`config.mk`:
```
export PLATFORM = sky130hd
export DESIGN_NAME = uart_rx_controller
export DESIGN_NICKNAME = d
export VERILOG_FILES = /design/src/rtl/uart_pkg.sv /design/src/rtl/uart_rx_fifo.sv /design/src/rtl/uart_rx_controller.sv
export SDC_FILE = /design/constraint.sdc
export NUM_CORES = 1
export LEC_CHECK = 0
export BUFFER_PORTS_ARGS = -buffer_cell sky130_fd_sc_hd__buf_4
export CAP_MARGIN = 25
export CORE_MARGIN = 2
export CORE_UTILIZATION = 50
export CTS_BUF_LIST = sky130_fd_sc_hd__clkbuf_4 sky130_fd_sc_hd__clkbuf_8 sky130_fd_sc_hd__clkbuf_16
export DETAILED_ROUTE_END_ITERATION = 7
export GPL_TIMING_DRIVEN = 0
export PLACE_DENSITY = 0.81
export SYNTH_ARGS = -nofsm -noshare
export SYNTH_HDL_FRONTEND = slang
export SYNTH_SLANG_ARGS = --single-unit
export TNS_END_PERCENT = 20
```
`constraint.sdc`:
```
create_clock -name clk -period 2.1 [get_ports clk]
set_input_delay 0.105 -clock clk [delete_from_list [all_inputs] [get_ports clk]]
set_output_delay 0.105 -clock clk [all_outputs]
set_load 0.02 [all_outputs]
```
`src/rtl/uart_pkg.sv`:
```
// Shared types and constants for the UART receive path.
package uart_pkg;

  localparam int BYTE_W = 8;
  localparam int BAUD_W = 3;
  localparam logic [BAUD_W-1:0] BAUD_DEFAULT = 3'd0;

  typedef enum logic [1:0] {
    OFF  = 2'd0,
    RUN  = 2'd1,
    STOP = 2'd2
  } rx_state_e;

  function automatic logic rise(input logic cur, input logic prev);
    return cur & ~prev;
  endfunction

endpackage

```
`src/rtl/uart_rx_fifo.sv`:
```
// Show-ahead byte FIFO; a push into a full FIFO only lands when a pop frees a slot the same cycle.
module uart_rx_fifo
  import uart_pkg::*;
#(
  parameter int DEPTH = 4
) (
  input  logic                     clk,
  input  logic                     reset,
  input  logic                     push,
  input  logic                     pop,
  input  logic [BYTE_W-1:0]        wdata,
  output logic [BYTE_W-1:0]        rdata,
  output logic                     empty,
  output logic                     full,
  output logic [$clog2(DEPTH):0]   count
);

  localparam int AW = $clog2(DEPTH);
  localparam logic [AW:0] FULL_CNT = (AW+1)'(DEPTH);

  logic [BYTE_W-1:0] mem_r [DEPTH];
  logic [AW-1:0]     wr_ptr_r;
  logic [AW-1:0]     rd_ptr_r;
  logic [AW:0]       count_r;
  logic              do_push_s;
  logic              do_pop_s;

  // qualify push/pop against occupancy
  always_comb begin
    do_pop_s  = pop & (count_r != '0);
    do_push_s = push & ((count_r != FULL_CNT) | do_pop_s);
  end

  // storage, pointers and occupancy
  always_ff @(posedge clk or posedge reset) begin
    if (reset) begin
      for (int i = 0; i < DEPTH; i++) begin
        mem_r[i] <= 8'h00;
      end
      wr_ptr_r <= '0;
      rd_ptr_r <= '0;
      count_r  <= '0;
    end else begin
      if (do_push_s) begin
        mem_r[wr_ptr_r] <= wdata;
        wr_ptr_r        <= wr_ptr_r + AW'(1);
      end
      if (do_pop_s) begin
        rd_ptr_r <= rd_ptr_r + AW'(1);
      end
      case ({do_push_s, do_pop_s})
        2'b10:   count_r <= count_r + (AW+1)'(1);
        2'b01:   count_r <= count_r - (AW+1)'(1);
        default: count_r <= count_r;
      endcase
    end
  end

  assign rdata = mem_r[rd_ptr_r];
  assign empty = (count_r == '0);
  assign full  = (count_r == FULL_CNT);
  assign count = count_r;

endmodule

```
`src/rtl/uart_rx_controller.sv`:
```
// Sequences uart_receiver (enable, baud code), buffers received bytes and keeps sticky error status.
// Optional UART_RX_ERR_COUNT_EN adds saturating parity/framing error counters.
module uart_rx_controller
  import uart_pkg::*;
#(
  parameter int FIFO_DEPTH   = 4,
  parameter int GUARD_CYCLES = 16
`ifdef UART_RX_ERR_COUNT_EN
  , parameter int ERR_CNT_W  = 8
`endif
) (
  input  logic                          clk,
  input  logic                          reset,
  input  logic                          host_enable,
  input  logic                          cfg_wr,
  input  logic [BAUD_W-1:0]             cfg_baud,
  output logic                          cfg_rej,
  output logic [BAUD_W-1:0]             baud_select,
  output logic                          rx_en,
  input  logic [BYTE_W-1:0]             rx_data,
  input  logic                          rx_valid,
  input  logic                          rx_perror,
  input  logic                          rx_ferror,
  output logic [BYTE_W-1:0]             rd_data,
  output logic                          rd_valid,
  input  logic                          rd_ready,
  output logic [$clog2(FIFO_DEPTH):0]   fifo_count,
  output logic                          overrun,
  output logic                          perr_flag,
  output logic                          ferr_flag,
  input  logic                          err_clr,
  output logic                          busy
`ifdef UART_RX_ERR_COUNT_EN
  ,
  output logic [ERR_CNT_W-1:0]          perr_cnt,
  output logic [ERR_CNT_W-1:0]          ferr_cnt
`endif
);

  localparam int QW = $clog2(GUARD_CYCLES + 1);
  localparam logic [QW-1:0] GUARD_LOAD = QW'(GUARD_CYCLES - 1);

  rx_state_e         state_r, state_nxt_s;
  logic [QW-1:0]     quiet_r, quiet_nxt_s;
  logic              valid_d_r, perr_d_r, ferr_d_r;
  logic              valid_edge_s, perr_edge_s, ferr_edge_s, any_edge_s;
  logic              push_s, pop_s, overrun_set_s;
  logic              fifo_empty_s, fifo_full_s;
  logic              rx_en_r, busy_r, cfg_rej_r;
  logic [BAUD_W-1:0] baud_r;
  logic              overrun_r, perr_flag_r, ferr_flag_r;

  // edge detection and FIFO handshake qualification
  always_comb begin
    valid_edge_s  = rise(rx_valid, valid_d_r);
    perr_edge_s   = rise(rx_perror, perr_d_r);
    ferr_edge_s   = rise(rx_ferror, ferr_d_r);
    any_edge_s    = valid_edge_s | perr_edge_s | ferr_edge_s;
    push_s        = valid_edge_s & (state_r != OFF);
    pop_s         = ~fifo_empty_s & rd_ready;
    overrun_set_s = push_s & fifo_full_s & ~pop_s;
  end

  // next state; STOP waits for GUARD_CYCLES quiet cycles, any receiver edge restarts the wait
  always_comb begin
    state_nxt_s = state_r;
    quiet_nxt_s = quiet_r;
    case (state_r)
      OFF: begin
        if (host_enable) state_nxt_s = RUN;
        else             state_nxt_s = OFF;
      end
      RUN: begin
        if (!host_enable) begin
          state_nxt_s = STOP;
          quiet_nxt_s = GUARD_LOAD;
        end else begin
          state_nxt_s = RUN;
        end
      end
      STOP: begin
        if (host_enable)           state_nxt_s = RUN;
        else if (any_edge_s)       quiet_nxt_s = GUARD_LOAD;
        else if (quiet_r == '0)    state_nxt_s = OFF;
        else                       quiet_nxt_s = quiet_r - QW'(1);
      end
      default: state_nxt_s = OFF;
    endcase
  end

  // state register with registered rx_en/busy
  always_ff @(posedge clk or posedge reset) begin
    if (reset) begin
      state_r <= OFF;
      quiet_r <= '0;
      rx_en_r <= 1'b0;
      busy_r  <= 1'b0;
    end else begin
      state_r <= state_nxt_s;
      quiet_r <= quiet_nxt_s;
      rx_en_r <= (state_nxt_s == RUN);
      busy_r  <= (state_nxt_s != OFF);
    end
  end

  // baud config register, writes only accepted while OFF
  always_ff @(posedge clk or posedge reset) begin
    if (reset) begin
      baud_r    <= BAUD_DEFAULT;
      cfg_rej_r <= 1'b0;
    end else begin
      cfg_rej_r <= cfg_wr & (state_r != OFF);
      if (cfg_wr && (state_r == OFF)) baud_r <= cfg_baud;
    end
  end

  // one-cycle delayed copies for edge detection
  always_ff @(posedge clk or posedge reset) begin
    if (reset) begin
      valid_d_r <= 1'b0;
      perr_d_r  <= 1'b0;
      ferr_d_r  <= 1'b0;
    end else begin
      valid_d_r <= rx_valid;
      perr_d_r  <= rx_perror;
      ferr_d_r  <= rx_ferror;
    end
  end

`ifdef UART_RX_ERR_COUNT_EN
  logic [ERR_CNT_W-1:0] perr_cnt_r, ferr_cnt_r;

  // sticky flags and saturating counters; an error edge beats err_clr
  always_ff @(posedge clk or posedge reset) begin
    if (reset) begin
      overrun_r   <= 1'b0;
      perr_flag_r <= 1'b0;
      ferr_flag_r <= 1'b0;
      perr_cnt_r  <= '0;
      ferr_cnt_r  <= '0;
    end else begin
      overrun_r   <= overrun_set_s | (overrun_r & ~err_clr);
      perr_flag_r <= perr_edge_s | (perr_flag_r & ~err_clr);
      ferr_flag_r <= ferr_edge_s | (ferr_flag_r & ~err_clr);
      if (perr_edge_s && err_clr)      perr_cnt_r <= ERR_CNT_W'(1);
      else if (err_clr)                perr_cnt_r <= '0;
      else if (perr_edge_s && (perr_cnt_r != '1)) perr_cnt_r <= perr_cnt_r + ERR_CNT_W'(1);
      if (ferr_edge_s && err_clr)      ferr_cnt_r <= ERR_CNT_W'(1);
      else if (err_clr)                ferr_cnt_r <= '0;
      else if (ferr_edge_s && (ferr_cnt_r != '1)) ferr_cnt_r <= ferr_cnt_r + ERR_CNT_W'(1);
    end
  end

  assign perr_cnt = perr_cnt_r;
  assign ferr_cnt = ferr_cnt_r;
`else
  // sticky flags; an error edge beats err_clr
  always_ff @(posedge clk or posedge reset) begin
    if (reset) begin
      overrun_r   <= 1'b0;
      perr_flag_r <= 1'b0;
      ferr_flag_r <= 1'b0;
    end else begin
      overrun_r   <= overrun_set_s | (overrun_r & ~err_clr);
      perr_flag_r <= perr_edge_s | (perr_flag_r & ~err_clr);
      ferr_flag_r <= ferr_edge_s | (ferr_flag_r & ~err_clr);
    end
  end
`endif

  uart_rx_fifo #(
    .DEPTH (FIFO_DEPTH)
  ) u_fifo (
    .clk   (clk),
    .reset (reset),
    .push  (push_s),
    .pop   (pop_s),
    .wdata (rx_data),
    .rdata (rd_data),
    .empty (fifo_empty_s),
    .full  (fifo_full_s),
    .count (fifo_count)
  );

  assign rd_valid    = ~fifo_empty_s;
  assign rx_en       = rx_en_r;
  assign busy        = busy_r;
  assign cfg_rej     = cfg_rej_r;
  assign baud_select = baud_r;
  assign overrun     = overrun_r;
  assign perr_flag   = perr_flag_r;
  assign ferr_flag   = ferr_flag_r;

endmodule

```
==> impl_metrics.json <==
{
  "status": "complete, but fails checks",
  "violations": "setup timing",
  "hp-start": "cfg_wr",
  "area_delta_synth_final_pct": 27.7,
  "hold_viol": 0,
  "fin_crit_ns": 2.14,
  "routed_wl_um": 4800,
  "p_leak_nw": 1.59,
  "worst_setup_path_start_kind": "register",
  "initial_utilization_pct": 51.5,
  "drc": 0,
  "synth.avg_cell_area_um2": 13.9,
  "path_cells": "or4b_4 > nor3b_4 > inv_2 > ha_4 > inv_2 > fa_2 > xor2_1 > nor2_1 > xor2_1",
  "nets": 286,
  "worstMarginPinSlew_ns": 0.573,
  "crit_arrival_ns": 2.38,
  "h-tree-depth": 3,
  "cts_buffers": 9,
  "clock_skew_ns": 0.00746,
  "io_buffers": 40,
  "ir_drop_mv": 0.769,
  "crit_path_max_incr_delay_ns": 0.52,
  "dr.pass1.iters": 4,
  "vias": 1675,
  "synth_top_cell_area_share_pct": 55.1,
  "ctsRootBufferMaster": "clkbuf_8",
  "ff2ff_setup_slack_ns": -0.04,
  "track_usage_pct": 18.5,
  "crit_fanout": 2,
  "wl_per_cell_um": 14.6,
  "synthArstFlopShare_pct": 100,
  "whs_ns": 0.0179,
  "synth_most_common_cell": "dfrtp_1",
  "synthesis.nets": 221,
  "ys.flop_type": "dfrtp_1",
  "fin_crit_sh_pct": 102,
  "grt_max_degree": 38,
  "whs_path_depth": 2,
  "path_clk_slew_ns": 0.06,
  "post-route-cell-area_um2": 3360,
  "insertion_delay_ns": 0.33,
  "slew_headroom_pct": 61.8,
  "die_area_um2": 5860,
  "die_x_um": 76.6,
  "crit_required_ns": 2.35,
  "synth_common_cells": "dfrtp_1, mux2_2, inv_1",
  "r2r-end": "u_fifo.count[2]$_DFFE_PP0P_",
  "routed_via_density": 5.11,
  "crit_slowest_cell": "or4b_4",
  "synth_seq_cells": 58,
  "ios": 41,
  "grt-ovfl-total": 0,
  "floorplan.core_area_um2": 5110,
  "grt_pass1_wl_um": 8390,
  "reg2reg_from": "u_fifo.count[0]$_DFFE_PP0P_",
  "rsz0062_at_grt": "true",
  "gp_congestion": 0.795,
  "die_y_um": 76.6,
  "power_density_nw_per_um2": 1450,
  "end_kind": "register",
  "pre_cts_slack_ns": -0.226,
  "cts_buffer_depth": 2,
  "hold_class": "input port to register",
  "hold_end": "cfg_rej$_DFF_PP0_",
  "ys_types": 36,
  "antenna_found_initial": 0,
  "cts_tree": "built",
  "antenna_cells": 0,
  "yosysTopAreaCell": "dfrtp_1",
  "maxCapViolCount": 0,
  "synth_area_um2": 2630,
  "syn_inst": 189,
  "slew_violations": 0,
  "first_global_vias": 1802,
  "power.total_mw": 4.87,
  "worst_slack_ns": -0.0357,
  "hpwlAfterDp_um": 3260,
  "cts_sinks": 58,
  "yosysSeqAreaShare_pct": 55.1,
  "path_buf_inv": 2,
  "worstSetupPathType": "register to register",
  "postRouteAntennaNets": 0,
  "drive_above_1_share_pct": 46.9,
  "num_rows": 26,
  "fmax_mhz": 468,
  "yosysWarnings": 0,
  "cp_top_family": "simple AND/OR/NAND/NOR gates",
  "postLayoutCoreUtil_pct": 65.8,
  "drt-initial-drc-count": 64,
  "setup_viol": 1,
  "synth.area.top_cells": "dfrtp_1, mux2_2, mux4_2",
  "worstRegToRegCells": 9,
  "placed_area_um2": 3050,
  "synth-edff-count": 0
}
## cell families after synthesis
group	share of synthesized area [%]
DFF	55.1
muxes	21.8
and+or+nand+nor	7.98
AOI/OAI and AO/OA	4.28
buffers and inverters	2.47
adders and majority gates	5.99
xor gates and xnor gates	2.33
## timing repair
action	in CTS	in global routing
endpoints found under the hold margin	31	0
gates resized for setup	3	4
pin swaps	2	1
gates cloned	0	0
endpoints found under the setup margin	2	2
setup buffers	4	0
hold buffers	9	0
## sequential cells by signal, indices dropped and copies added, names as in the netlist
register / cells
u_fifo.count: 3
cfg_rej: 1
baud_select: 3
overrun: 1
ferr_flag: 1
perr_d_r: 1
busy: 1
valid_d_r: 1
rx_en: 1
perr_flag: 1
u_fifo.mem_r: 32
u_fifo.wr_ptr_r: 2
ferr_d_r: 1
quiet_r: 5
state_r: 2
u_fifo.rd_ptr_r: 2
## power breakdown
group	switching (mW)	internal (mW)	total [mW]
logic	1.03	1.12	2.16
registers	0.241	1.58	1.82
clock network	0.403	0.493	0.895
## cell usage in the layout (no fill, tap or decap), types with 2 or more instances in the layout
cell and count:
a21oi_1 5, a31oi_1 4, buf_4 44, clkbuf_8 11, clkinv_2 3, dfrtp_1 56, dfrtp_2 2, dlygate4sd3_1 9
ha_1 10, inv_1 12, inv_2 3, mux2_2 34, mux4_2 8, nand2_1 6, nand2_2 2, nand2_4 2
nand2b_1 3, nand4_1 2, nor2_1 4, nor3_1 2, o21ai_0 4, or2_2 2, xnor2_1 4, xor2_1 3
## area by class of cell
| class | instances | area, um^2 |
|---|---|---|
| clock buffer | 12 | 159 |
| clock inverter | 3 | 15.0 |
| buffer | 2 | 8.76 |
| sequential | 58 | 1450 |
| inverter | 15 | 56.3 |
| fill | 393 | 1750 |
| multi-input combinational | 114 | 1140 |
| timing repair buffer | 54 | 440 |
| tap | 70 | 87.6 |
## layer usage
| metal | track usage (%) | wire [um] | up-vias |
|---|---|---|---|
| met5 | 0 | 0 | - |
| li1 | - | - | 805 |
| met3 | 6.64 | 209 | 5 |
| met2 | 31.7 | 2500 | 39 |
| met4 | 5.27 | 25 | 0 |
| met1 | 22.0 | 2060 | 826 |
## per-stage QoR
step	TNS, ns	std cells
6_report	-0.0357	328
2_1_floorplan	-0.221	189
3_3_place_gp	-10.84	299
5_1_grt	-0.112	328
3_5_place_dp	-0.428	300
4_1_cts	-0.0678	328
## worst register-to-register path: stages, from the launching register on
cell and delay, ns:
dfrtp_2 0.40, or4b_4 0.53, nor3b_4 0.17, inv_2 0.07, ha_4 0.13, inv_2 0.04, fa_2 0.32, xor2_1 0.15
nor2_1 0.11, xor2_1 0.15
## worst max-delay path by stage
| stage | start | endpoint | slack [ns] | cells after the start |
|---|---|---|---|---|
| after floorplan | u_fifo.count[0]$_DFFE_PP0P_ | u_fifo.count[2]$_DFFE_PP0P_ | -0.16 | 9 |
| after global placement | reset | u_fifo.count[0]$_DFFE_PP0P_ | -0.35 | 2 |
| after detailed placement | u_fifo.count[0]$_DFFE_PP0P_ | u_fifo.count[2]$_DFFE_PP0P_ | -0.23 | 9 |
| after CTS | u_fifo.count[0]$_DFFE_PP0P_ | u_fifo.count[2]$_DFFE_PP0P_ | -0.07 | 9 |
| after global routing | u_fifo.count[0]$_DFFE_PP0P_ | u_fifo.count[2]$_DFFE_PP0P_ | -0.11 | 9 |
| final | u_fifo.count[0]$_DFFE_PP0P_ | u_fifo.count[2]$_DFFE_PP0P_ | -0.04 | 9 |
(Power assumes the default switching activity.)
